$ cat src/rtl/wakeup_tag_broadcaster.sv
// Wakeup tag bus transmitter: turns per-port arbiter grants into registered tag broadcasts.
// Optional macro MD_EARLY_WAKE_EN moves the mul/div broadcast two cycles ahead of writeback.
module wakeup_tag_broadcaster #(
    parameter int ISSUE_NUM = 4,
    parameter int PRF_WIDTH = 6,
    parameter int MD_PORT   = 2,
    parameter int LD_PORT   = 3,
    parameter int MD_LAT    = 32,
    parameter int LD_LAT    = 3
) (
    input  logic                           clk,
    input  logic                           rst,
    input  logic [ISSUE_NUM-1:0]           arbit_grant,
    input  logic [ISSUE_NUM*PRF_WIDTH-1:0] arbit_prd,
    input  logic [ISSUE_NUM-1:0]           arbit_prd_v,
    input  logic                           flush,
    input  logic                           ld_miss,
    output logic [ISSUE_NUM-1:0]           tag_bus_v,
    output logic [ISSUE_NUM*PRF_WIDTH-1:0] tag_bus,
    output logic                           md_busy,
    output logic                           md_grant_err
);

    localparam int CNT_W = $clog2(MD_LAT);

    // MD handshake: arbit_grant[MD_PORT] is accepted only while md_busy is low;
    // a grant seen while md_busy is high is dropped and raises sticky md_grant_err.
    typedef enum logic {MD_IDLE = 1'b0, MD_BUSY = 1'b1} md_state_t;

    md_state_t                       r_md_state;
    md_state_t                       w_md_state_nxt;
    logic [CNT_W-1:0]                r_md_cnt;
    logic [CNT_W-1:0]                w_md_cnt_nxt;
    logic [PRF_WIDTH-1:0]            r_md_tag;
    logic                            r_md_ok;
    logic                            r_md_grant_err;
    logic [ISSUE_NUM-1:0]            r_bus_v;
    logic [ISSUE_NUM*PRF_WIDTH-1:0]  r_bus;
    logic [ISSUE_NUM-1:0]            w_bus_v_nxt;
    logic [ISSUE_NUM*PRF_WIDTH-1:0]  w_bus_nxt;
    logic [ISSUE_NUM-1:0]            w_ok;
    logic                            w_md_grant;
    logic                            w_md_accept;
    logic                            w_md_done;
    logic                            w_md_fire;
    logic [PRF_WIDTH-1:0]            w_md_fire_tag;
    logic                            w_ld_in_v;
    logic                            w_ld_last_v;
    logic [PRF_WIDTH-1:0]            w_ld_last_tag;

    always_comb begin
        w_ok = '0;
        for (int i = 0; i < ISSUE_NUM; i++) begin
            w_ok[i] = arbit_prd_v[i] & (arbit_prd[i*PRF_WIDTH +: PRF_WIDTH] != '0);
        end
    end

    assign w_md_grant  = arbit_grant[MD_PORT];
    assign w_md_accept = (r_md_state == MD_IDLE) & w_md_grant & ~flush;
    assign w_md_done   = (r_md_state == MD_BUSY) & (r_md_cnt == CNT_W'(MD_LAT - 1));
    assign w_ld_in_v   = arbit_grant[LD_PORT] & w_ok[LD_PORT] & ~flush;

    // MD FSM: state register
    always_ff @(posedge clk or posedge rst) begin
        if (rst) begin
            r_md_state <= MD_IDLE;
            r_md_cnt   <= '0;
        end else begin
            r_md_state <= w_md_state_nxt;
            r_md_cnt   <= w_md_cnt_nxt;
        end
    end

    // MD FSM: next state
    always_comb begin
        w_md_state_nxt = r_md_state;
        w_md_cnt_nxt   = r_md_cnt;
        case (r_md_state)
            MD_IDLE: begin
                if (w_md_accept) begin
                    w_md_state_nxt = MD_BUSY;
                    w_md_cnt_nxt   = CNT_W'(1);
                end
            end
            MD_BUSY: begin
                if (flush || w_md_done) begin
                    w_md_state_nxt = MD_IDLE;
                    w_md_cnt_nxt   = '0;
                end else begin
                    w_md_cnt_nxt = r_md_cnt + 1'b1;
                end
            end
            default: begin
                w_md_state_nxt = MD_IDLE;
                w_md_cnt_nxt   = '0;
            end
        endcase
    end

    // MD FSM: outputs
    always_comb begin
        md_busy = (r_md_state == MD_BUSY);
`ifdef MD_EARLY_WAKE_EN
        if (MD_LAT == 3) begin
            w_md_fire     = w_md_accept & w_ok[MD_PORT];
            w_md_fire_tag = arbit_prd[MD_PORT*PRF_WIDTH +: PRF_WIDTH];
        end else begin
            w_md_fire     = (r_md_state == MD_BUSY) & (r_md_cnt == CNT_W'(MD_LAT - 3))
                            & r_md_ok & ~flush;
            w_md_fire_tag = r_md_tag;
        end
`else
        w_md_fire     = w_md_done & r_md_ok & ~flush;
        w_md_fire_tag = r_md_tag;
`endif
    end

    always_ff @(posedge clk or posedge rst) begin
        if (rst) begin
            r_md_tag       <= '0;
            r_md_ok        <= 1'b0;
            r_md_grant_err <= 1'b0;
        end else begin
            if (w_md_accept) begin
                r_md_tag <= arbit_prd[MD_PORT*PRF_WIDTH +: PRF_WIDTH];
                r_md_ok  <= w_ok[MD_PORT];
            end
            if (w_md_grant && (r_md_state == MD_BUSY)) begin
                r_md_grant_err <= 1'b1;
            end
        end
    end

    // Load delay line; the output register is its final stage.
    generate
        if (LD_LAT == 1) begin : g_ld_direct
            assign w_ld_last_v   = w_ld_in_v;
            assign w_ld_last_tag = arbit_prd[LD_PORT*PRF_WIDTH +: PRF_WIDTH];
        end else begin : g_ld_pipe
            logic [LD_LAT-2:0]    r_ld_v;
            logic [PRF_WIDTH-1:0] r_ld_tag [LD_LAT-1];

            always_ff @(posedge clk or posedge rst) begin
                if (rst) begin
                    r_ld_v <= '0;
                    for (int k = 0; k < LD_LAT - 1; k++) begin
                        r_ld_tag[k] <= '0;
                    end
                end else begin
                    r_ld_v[0]   <= w_ld_in_v;
                    r_ld_tag[0] <= arbit_prd[LD_PORT*PRF_WIDTH +: PRF_WIDTH];
                    for (int k = 1; k < LD_LAT - 1; k++) begin
                        r_ld_v[k]   <= r_ld_v[k-1] & ~flush;
                        r_ld_tag[k] <= r_ld_tag[k-1];
                    end
                end
            end

            assign w_ld_last_v   = r_ld_v[LD_LAT-2];
            assign w_ld_last_tag = r_ld_tag[LD_LAT-2];
        end
    endgenerate

    always_comb begin
        w_bus_v_nxt = '0;
        w_bus_nxt   = '0;
        for (int i = 0; i < ISSUE_NUM; i++) begin
            if (i == LD_PORT) begin
                w_bus_v_nxt[i] = w_ld_last_v & ~ld_miss & ~flush;
                if (w_bus_v_nxt[i]) w_bus_nxt[i*PRF_WIDTH +: PRF_WIDTH] = w_ld_last_tag;
            end else if (i == MD_PORT) begin
                w_bus_v_nxt[i] = w_md_fire;
                if (w_bus_v_nxt[i]) w_bus_nxt[i*PRF_WIDTH +: PRF_WIDTH] = w_md_fire_tag;
            end else begin
                w_bus_v_nxt[i] = arbit_grant[i] & w_ok[i] & ~flush;
                if (w_bus_v_nxt[i]) begin
                    w_bus_nxt[i*PRF_WIDTH +: PRF_WIDTH] = arbit_prd[i*PRF_WIDTH +: PRF_WIDTH];
                end
            end
        end
    end

    always_ff @(posedge clk or posedge rst) begin
        if (rst) begin
            r_bus_v <= '0;
            r_bus   <= '0;
        end else begin
            r_bus_v <= w_bus_v_nxt;
            r_bus   <= w_bus_nxt;
        end
    end

    assign tag_bus_v    = r_bus_v;
    assign tag_bus      = r_bus;
    assign md_grant_err = r_md_grant_err;

endmodule

$ cat config.mk
export PLATFORM = sky130hd
export DESIGN_NAME = wakeup_tag_broadcaster
export DESIGN_NICKNAME = d
export VERILOG_FILES = /design/src/rtl/wakeup_tag_broadcaster.sv
export SDC_FILE = /design/constraint.sdc
export NUM_CORES = 1
export LEC_CHECK = 0
export ABC_AREA = 1
export BUFFER_PORTS_ARGS = -buffer_cell sky130_fd_sc_hd__buf_4
export CORE_MARGIN = 2
export CORE_UTILIZATION = 40
export DETAILED_ROUTE_END_ITERATION = 10
export PLACE_DENSITY = 0.63
export REMOVE_ABC_BUFFERS = 1
export SETUP_SLACK_MARGIN = 0.4
export SLEW_MARGIN = 0
export SYNTH_ARGS = -nofsm -noshare
export SYNTH_HDL_FRONTEND = slang
export SYNTH_SLANG_ARGS = --single-unit
$ cat constraint.sdc
create_clock -name clk -period 2.85 [get_ports clk]
set_clock_uncertainty 0.05 [all_clocks]
set_input_delay 0.57 -clock clk [delete_from_list [all_inputs] [get_ports clk]]
set_output_delay 0.57 -clock clk [all_outputs]
set_load 0.01 [all_outputs]
==> results of run 1 <==
state kept, by name, summed over array words and instances, names as in the netlist:
name	flops
g_ld_pipe.r_ld_tag	6
g_ld_pipe.r_ld_v	2
md_busy	1
md_grant_err	1
r_md_cnt	5
r_md_ok	1
r_md_tag	6
tag_bus	24
tag_bus_v	4
w_ld_last_tag	6
kinds of logic after synthesis:
kind of cell,after synthesis
flip-flops,56
adder cells (fa/ha/maj),2
AND/OR/NAND/NOR,85
AO/OA/AOI/OAI,8
buffers and inverters,40
area by class of cell:
class                      count  area (um^2)
fill                         484         2130
sequential                    56         1400
timing repair buffer          66          508
multi-input combinational     95          459
inverter                      38          143
tap                           67         83.8
clock buffer                   6         72.6
clock inverter                 2         16.3
stage by stage:
| stage | setup WS [ns] | std cells |
|---|---|---|
| 2_1_floorplan | 0.859 | 189 |
| 3_3_place_gp | 1.21 | 322 |
| 3_5_place_dp | 1.18 | 322 |
| 4_1_cts | 1.24 | 330 |
| 5_1_grt | 1.09 | 330 |
| 6_report | 1.24 | 330 |
worst max-delay path, delay by kind of cell, from the launching register on:
kind / cells / cell delay [ns]
adder cells (fa/ha/maj): 2 / 0.42
flip-flops: 1 / 0.42
AND/OR/NAND/NOR: 5 / 0.66
how the worst max path moves through the flow:
| stage | start | end | slack, ns | cells after the start |
|---|---|---|---|---|
| finish | r_md_cnt[0] | r_md_cnt[2] | 1.24 | 7 |
| global route | r_md_cnt[0] | tag_bus[15] | 1.09 | 8 |
| CTS | r_md_cnt[1] | tag_bus[15] | 1.24 | 8 |
| detailed placement | flush | r_md_tag[5] | 1.18 | 5 |
| global placement | flush | r_md_tag[5] | 1.21 | 5 |
| floorplan | rst | g_ld_pipe.r_ld_tag[10] | 0.86 | 1 |
per-layer routing:
layer	vias up	share of wire (%)
li1	711	-
met1	645	43
met2	41	49
met3	5	6.5
met4	0	1.5
met5	-	0
where the power goes:
part	leakage (nW)	internal, W	switching, W	total (W)
logic	0.795	0.0000769	0.0000868	0.000164
clock network	0.0414	0.000175	0.000247	0.000422
registers	0.719	0.000839	0.0000220	0.000861
placed cells by master, fill, tap and decap left out, types with 2 or more instances in the layout:
cell type,count
buf_4,65
nand3_1,14
clkbuf_8,5
ha_1,2
inv_2,3
inv_1,35
nand2_2,2
dfrtp_1,56
a21oi_2,6
and3_1,3
nand2_1,16
nor2_1,46
==> flow_summary_export.csv, run 1 <==
group,metric,value,unit
cts,post_cts_buffers,0,
cts,cts.path.max_buffers,2,
worst_setup_path,crit_type,"flop to flop",
yosys,ys.flop_type,"dfrtp_1",
die,start_util,42.1,%
drt,ant_nets,0,
grt,grt_use_met1,16.4,%
place,hpwl,2570,um
yosys,yosysWarnings,0,
die,row_count,25,
worst_setup_path,crit_arrival,1.81,ns
timing,fin_setup_tns,0,ns
yosys,synthXorXnorAreaFrac,0,%
worst_hold_path,min_path_type,"input port to async pin",
grt,grt_overflow,0,
grt,use_met2,23.4,%
place,port_buffers,65,
final_layout,final_layout_size_suffix_gt1_share,33.1,%
drt,vias,1402,
place,place_area,2590,um^2
final_layout,fin_util,55.7,%
die,die_y,75.2,um
power,power.density,539,nW/um^2
cts,cts.sinks,56,
yosys,synth_compound_area_share,3.34,%
yosys,synth.area.top_cells,"dfrtp_1, nor2_1, inv_1",
drt,detail_route.first_pass.iterations,4,
grt,grt.met3_usage,4.15,%
worst_setup_path,critPathSlowestCell,"dfrtp_1",
final_layout,n_antenna_cell,0,
power,ir_worst_vdd,0.356,mV
yosys,syn_area_per_cell,10.6,um^2
timing,final_hold_viol_count,0,
run,maxCapViolations,0,
timing,tightest_slew,0.457,ns
cts,ctsResizeCount,0,
worst_setup_path,slowest_delay,0.42,ns
grt,grt_max_degree,57,
grt,grt.busiest_layer,"met2",
timing,max_freq,621,MHz
timing,setup_viol,0,
grt,grt_pass1_wl,5870,um
yosys,synth_cell_type_count,17,
yosys,ys_seq_area_share,69.2,%
drt,wire_per_inst,10.7,um
yosys,synth_fa_ha_area_share,1.24,%
cts,cts_buffers,5,
timing,rsz0062_at_grt,"false",
timing,fin_crit,1.61,ns
die,fp.dieW,75.2,um
yosys,synth-simple-area-share,18.1,%
worst_setup_path,r2r_slack,1.24,ns
yosys,synthesis.instances,191,
drt,drc_errors,0,
cts,clk_pin_slew_worst_paths,0.10,ns
die,core-area,4820,um^2
worst_setup_path,critical_path_peak_fanout,4,
yosys,yosys-mux-area-fraction,0,%
cts,clock-root-buffer,"clkbuf_8",
yosys,synthArstFlopShare,100,%
yosys,post-synth-top-area-cell,"dfrtp_1",
worst_setup_path,path_cells,"ha_1 > nand2_1 > nor2_1 > ha_1 > nor3_2 > nand3_1 > nand2_1",
grt,grt_usage,13.7,%
timing,period_share,56.5,%
worst_setup_path,r2r_cells,7,
yosys,ys_seq_elements,56,
grt,grt_antenna_before_repair,0,
cts,hold_buffers,0,
worst_setup_path,worstReg2RegEnd,"r_md_cnt[2]",
timing,report.final.slew_viol_count,0,
yosys,synth.most_common_cell,"dfrtp_1",
grt,grt_pass1_vias,1391,
timing,hold_ws,0.265,ns
die,ios,66,
cts,cts_max_level,2,
worst_setup_path,reg2reg_from,"r_md_cnt[0]",
drt,drtIter0Drc,69,
yosys,synth_top_area_share,69.2,%
die,die-area,5650,um^2
final_layout,area_growth_syn_to_layout,32.5,%
cts,clkLatencyLatePin,0.30,ns
yosys,synth_top_family_by_area,"simple AND/OR/NAND/NOR gates",
run_status,status,"finished clean",
cts,cts_tree,"yes",
power,leakage,1.56,nW
drt,routed_wirelength,3530,um
yosys,synth_area,2030,um^2
final_layout,fin_nets,300,
power,power,0.00145,W
worst_setup_path,worstPathRequired,3.05,ns
yosys,synth_edf_count,0,
final_layout,final_area,2680,um^2
timing,max-slew-margin-rel,69.5,%
worst_setup_path,crit_path_end_kind,"flop",
drt,vias_per_cell,4.25,
worst_setup_path,crit_path_start_kind,"flop",
yosys,synth_common_cells,"dfrtp_1, nor2_1, inv_1, nand2_1, nand3_1",
place,routabilityCongestion,0.818,
Power figures use the tool's default switching activity.
==> run 2, diff against run 1 <==
==> constraint.sdc (replaced) <==
create_clock -name clk -period 1.7 [get_ports clk]
set_clock_uncertainty 0.05 [all_clocks]
set_input_delay 0.34 -clock clk [delete_from_list [all_inputs] [get_ports clk]]
set_output_delay 0.34 -clock clk [all_outputs]
set_load 0.01 [all_outputs]
==> run 2 against run 1 <==
Sequential power is 67% higher. Maximum frequency increased by 14%. Worst setup slack got worse by 0.96 ns. Sequential share of layout area is 2.5 points lower. Utilization up 2.8 points. Critical path depth is 1 higher. Power up 74%. Critical endpoint unchanged. Largest cell class unchanged. Largest power group unchanged.
==> flow_summary_export.csv, run 2 (synthesis results as in run 1) <==
group,metric,value,unit
timing,period_share,83.3,%
worst_setup_path,crit_type,"flop to flop",
place,hpwl,2560,um
cts,cts_max_level,2,
power,clockPowerShare,29.5,%
grt,grt_antenna_before_repair,0,
worst_setup_path,crit_path_start_kind,"flop",
drt,ant_nets,0,
power,intPower,0.00187,W
place,port_buffers,65,
power,switching_share,25.5,%
timing,setup_viol,0,
worst_hold_path,min_path_type,"input port to flop",
place,place_area,2610,um^2
worst_setup_path,crit_arrival,1.57,ns
grt,grt_max_degree,29,
worst_setup_path,critical_path_peak_fanout,2,
grt,use_met2,24.8,%
timing,final_hold_viol_count,0,
power,power_switching,0.000641,W
power,power.density,892,nW/um^2
drt,vias_per_cell,4.32,
timing,max_freq,706,MHz
die,core-area,4820,um^2
timing,rsz0062_at_grt,"true",
die,start_util,42.1,%
cts,cts_buffers,5,
timing,max-slew-margin-rel,77.7,%
grt,grt.busiest_layer,"met2",
drt,detail_route.first_pass.iterations,4,
final_layout,largest_reg_flops,24,
cts,clkLatencyLatePin,0.31,ns
die,row_count,25,
drt,wire_per_inst,10.8,um
power,seqPwrFrac,57.3,%
drt,drc_errors,0,
die,die_y,75.2,um
grt,grt.met3_usage,4.28,%
grt,grt_pass1_wl,6000,um
worst_setup_path,crit_path_end_kind,"flop",
final_layout,fin_nets,311,
die,fp.dieW,75.2,um
cts,clock-root-buffer,"clkbuf_8",
timing,tightest_slew,0.334,ns
cts,cts_tree,"yes",
grt,grt_pass1_vias,1409,
timing,report.final.slew_viol_count,0,
final_layout,final_layout_size_suffix_gt1_share,38.3,%
final_layout,final_cell_mix,"buf_4, dfrtp_1, nor2_1",
grt,grt_usage,14.1,%
cts,clk_pin_slew_worst_paths,0.10,ns
cts,cts.sinks,56,
die,die-area,5650,um^2
run_status,status,"finished clean",
place,routabilityCongestion,0.775,
final_layout,final_area,2820,um^2
drt,routed_wirelength,3690,um
grt,grt_overflow,0,
drt,vias,1473,
power,p_comb_share,13.2,%
final_layout,layout_commonest_cell,"buf_4",
place,dp.cells,324,
power,leakage,1.60,nW
timing,fin_crit,1.42,ns
die,ios,66,
power,ir_worst_vdd,0.402,mV
grt,grt_use_met1,15.8,%
final_layout,fin_cells,341,
worst_setup_path,worstPathRequired,1.85,ns
run,maxCapViolations,0,
cts,cts.path.max_buffers,2,
final_layout,area_growth_syn_to_layout,39.1,%
final_layout,n_antenna_cell,0,
drt,drtIter0Drc,60,
-- run 2: changes by cell type in the layout (fill, tap and decap cells not counted), sizes merged --
cell         change
dlygate4sd3      +1
inv              +1
buf             +10
clkbuf           -1
-- run 2: critical path, stage by stage (launching register included) --
cell,delay (ns)
dfrtp_1,0.37
ha_2,0.20
nand2_2,0.07
buf_4,0.14
buf_4,0.13
buf_4,0.12
buf_4,0.12
nand3_1,0.07
nand2_1,0.05
-- run 2: path summary, 6_finish.rpt --
| check | slack [ns] | cells past startpoint | from | end |
|---|---|---|---|---|
| max in group asynchronous | 0.71 | 4 | rst | tag_bus_v[0] |
| min | 0.09 | 1 | arbit_prd[21] | g_ld_pipe.r_ld_tag[9] |
| max reg2reg | 0.28 | 8 | r_md_cnt[0] | r_md_cnt[2] |
| min reg2reg | 0.31 | 0 | g_ld_pipe.r_ld_tag[8] | w_ld_last_tag[2] |
| max | 0.28 | 8 | r_md_cnt[0] | r_md_cnt[2] |
| min in group asynchronous | 0.55 | 4 | rst | r_md_cnt[0] |
-- run 2: timing repair --
action	in CTS	in global routing
pin swaps	3	1
hold buffers	1	0
endpoints found under the setup margin	14	13
gates resized for setup	8	2
endpoints found under the hold margin	28	0
buffers inserted	7	1
-- run 2: layer usage --
layer / routed length, um / vias up / share of wire [%]
li1: - / 732 / -
met1: 1470 / 686 / 40
met2: 1890 / 51 / 51
met3: 265 / 4 / 7.2
met4: 55 / 0 / 1.5
met5: 0 / - / 0
-- run 2: power by group through the flow --
stage	clock (W)	sequential, W	combinational, W
2_1_floorplan	0	0.00147	0.000146
3_3_place_gp	0	0.00147	0.000285
3_5_place_dp	0	0.00147	0.000286
4_1_cts	0.000770	0.00144	0.000326
5_1_grt	0.000812	0.00145	0.000375
6_report	0.000741	0.00144	0.000332
-- run 2: per-stage QoR --
stage	setup WS, ns	hold slack, ns	util, %	power, W	TNS [ns]
after detailed placement	0.156	0.285	54.2	0.00175	0
after floorplan	-0.0613	0.281	-	0.00161	-3.43
after global placement	0.187	0.281	54.2	0.00175	0
after global routing	0.203	0.0798	58.5	0.00264	0
after CTS	0.301	0.0847	58.1	0.00253	0
final	0.283	0.0942	58.5	0.00251	0
-- run 2: area by class of cell --
cell class	instances	area, um^2
Timing Repair Buffer	77	593
Tap cell	67	83.8
Multi-Input combinational cell	95	500
Clock inverter	3	27.5
Sequential cell	56	1400
Inverter	38	143
Clock buffer	5	68.8
Fill cell	441	2000
==> run 3, diff against run 2 <==
==> constraint.sdc (replaced) <==
create_clock -name clk -period 1.46 [get_ports clk]
set_clock_uncertainty 0.05 [all_clocks]
set_input_delay 0.292 -clock clk [delete_from_list [all_inputs] [get_ports clk]]
set_output_delay 0.292 -clock clk [all_outputs]
set_load 0.01 [all_outputs]
==> run 3 against run 2 <==
Design area up 4.6%. Sequential share of layout area is 2.1 points lower. Critical path type unchanged. Utilization up 2.7 points. Cell count is 1.2% lower. Combinational power grew 21%. Largest power group unchanged.
==> flow_summary_export.csv, run 3 (synthesis results as in run 1) <==
group,metric,value,unit
die,die_y,75.2,um
die,ios,66,
final_layout,largest_reg_flops,24,
grt,grt_max_degree,57,
timing,rsz0062_at_grt,"true",
timing,max-slew-margin-rel,80.9,%
drt,drtIter0Drc,106,
final_layout,fillers,452,
timing,setup_viol,0,
worst_setup_path,crit_start,"r_md_cnt[1]",
power,leakage,1.62,nW
drt,routed_wirelength,3750,um
worst_setup_path,critical_path_peak_fanout,7,
drt,vias_per_cell,4.43,
run,maxCapViolations,0,
die,row_count,25,
timing,report.final.slew_viol_count,0,
worst_setup_path,crit_path_end_kind,"flop",
worst_setup_path,worstReg2RegEnd,"tag_bus[13]",
timing,max_freq,739,MHz
place,routabilityCongestion,0.797,
worst_setup_path,worstPathRequired,1.66,ns
worst_setup_path,reg2reg_from,"r_md_cnt[1]",
run_status,status,"finished clean",
worst_setup_path,r2r_cells,8,
cts,cts.path.max_buffers,2,
power,power.density,1000,nW/um^2
timing,fin_setup_tns,0,ns
die,start_util,42.1,%
place,port_buffers,65,
drt,detail_route.first_pass.iterations,4,
cts,clk_pin_slew_worst_paths,0.10,ns
timing,final_hold_viol_count,0,
cts,cts_tree,"yes",
cts,clock-root-buffer,"clkbuf_8",
final_layout,fin_cells,337,
place,hpwl,2590,um
final_layout,fin_nets,307,
timing,tightest_slew,0.287,ns
worst_setup_path,crit_path_end,"tag_bus[13]",
worst_setup_path,r2r_slack,0.11,ns
grt,grt_pass1_vias,1437,
worst_setup_path,crit_type,"flop to flop",
grt,grt_pass1_wl,6100,um
worst_hold_path,hold_depth,1,
die,core-area,4820,um^2
drt,ant_nets,0,
worst_setup_path,crit_arrival,1.55,ns
final_layout,n_antenna_cell,0,
drt,wire_per_inst,11.1,um
worst_setup_path,crit_path_start_kind,"flop",
final_layout,final_cell_mix,"dfrtp_1, buf_4, nor2_1",
worst_hold_path,min_path_type,"input port to flop",
drt,vias,1494,
grt,grt_overflow,0,
grt,grt_usage,14.7,%
die,die-area,5650,um^2
final_layout,final_layout_size_suffix_gt1_share,40.7,%
final_layout,multi_input_area,531,um^2
cts,cts.sinks,56,
final_layout,layout_commonest_cell,"dfrtp_1",
timing,period_share,92.6,%
final_layout,seq_area,1400,um^2
power,ir_worst_vdd,0.431,mV
cts,clkLatencyLatePin,0.31,ns
timing,fin_crit,1.35,ns
die,fp.dieW,75.2,um
grt,grt_antenna_before_repair,0,
place,dp.cells,324,
final_layout,area_growth_syn_to_layout,45.5,%
cts,cts_max_level,2,
drt,drc_errors,0,
cts,cts_buffers,5,
[run 3: cell count changes in the layout (fill, tap and decap cells not counted), sizes merged]
cell / before / now
buf: 76 / 72
[run 3: repair_timing]
item	4_1_cts	5_1_grt
pin swaps	9	11
hold buffers	1	0
setup endpoints to repair	50	50
endpoints found under the hold margin	56	0
setup buffers	3	1
gates resized for setup	42	13
[run 3: layout make-up]
cell class,instances,area share (%)
flip-flops and latches,56,47.6
repair buffers,73,23.4
multi-input cells,95,18.0
inverters,38,4.93
well taps,67,2.85
clock buffers,5,2.34
clock inverters,3,0.934
[run 3: per-layer routing]
layer  wire length [um]  global-route usage (%)  up-vias  part of all wire [%]
met2               1940                    25.9       42                    52
li1                   -                       -      724                     -
met3                245                    5.76        6                   6.5
met1               1480                    15.3      722                    39
met5                  0                       0        -                     0
met4                 86                    7.21        0                   2.3
[run 3: worst max-delay path: stages, from the launching register on]
cell and delay (ns):
dfrtp_1 0.37, ha_2 0.18, nand2_2 0.07, nor2_4 0.11
ha_4 0.17, nand2_4 0.05, inv_2 0.06, nand3_4 0.11
nor2_1 0.12
[run 3: worst min-delay path by stage]
stage	slack (ns)	startpoint	end
after detailed placement	0.28	g_ld_pipe.r_ld_tag[10]	w_ld_last_tag[4]
after CTS	0.03	arbit_prd[20]	g_ld_pipe.r_ld_tag[8]
after floorplan	0.27	arbit_prd[22]	g_ld_pipe.r_ld_tag[10]
after global routing	0.01	arbit_prd[19]	g_ld_pipe.r_ld_tag[7]
after global placement	0.28	g_ld_pipe.r_ld_tag[7]	w_ld_last_tag[1]
final	0.04	arbit_prd[20]	g_ld_pipe.r_ld_tag[8]
[run 3: where the power goes]
| part | total (W) | switching [W] | internal (W) |
|---|---|---|---|
| clock network | 0.000872 | 0.000519 | 0.000353 |
| logic | 0.000403 | 0.000200 | 0.000202 |
| registers | 0.00168 | 0.0000433 | 0.00164 |
| total | 0.00296 | 0.000763 | 0.00219 |
[run 3: stage by stage]
step | instance area, um^2 | utilization (%) | power, W | setup slack, ns | hold WS, ns
2_1_floorplan | 2000 | - | 0.00188 | -0.253 | 0.273
3_3_place_gp | 2610 | 54.2 | 0.00205 | -0.0455 | 0.282
3_5_place_dp | 2610 | 54.2 | 0.00205 | -0.106 | 0.285
4_1_cts | 2890 | 60.0 | 0.00298 | 0.0153 | 0.0271
5_1_grt | 2950 | 61.2 | 0.00311 | 0.0120 | 0.0129
6_report | 2950 | 61.2 | 0.00296 | 0.108 | 0.0413
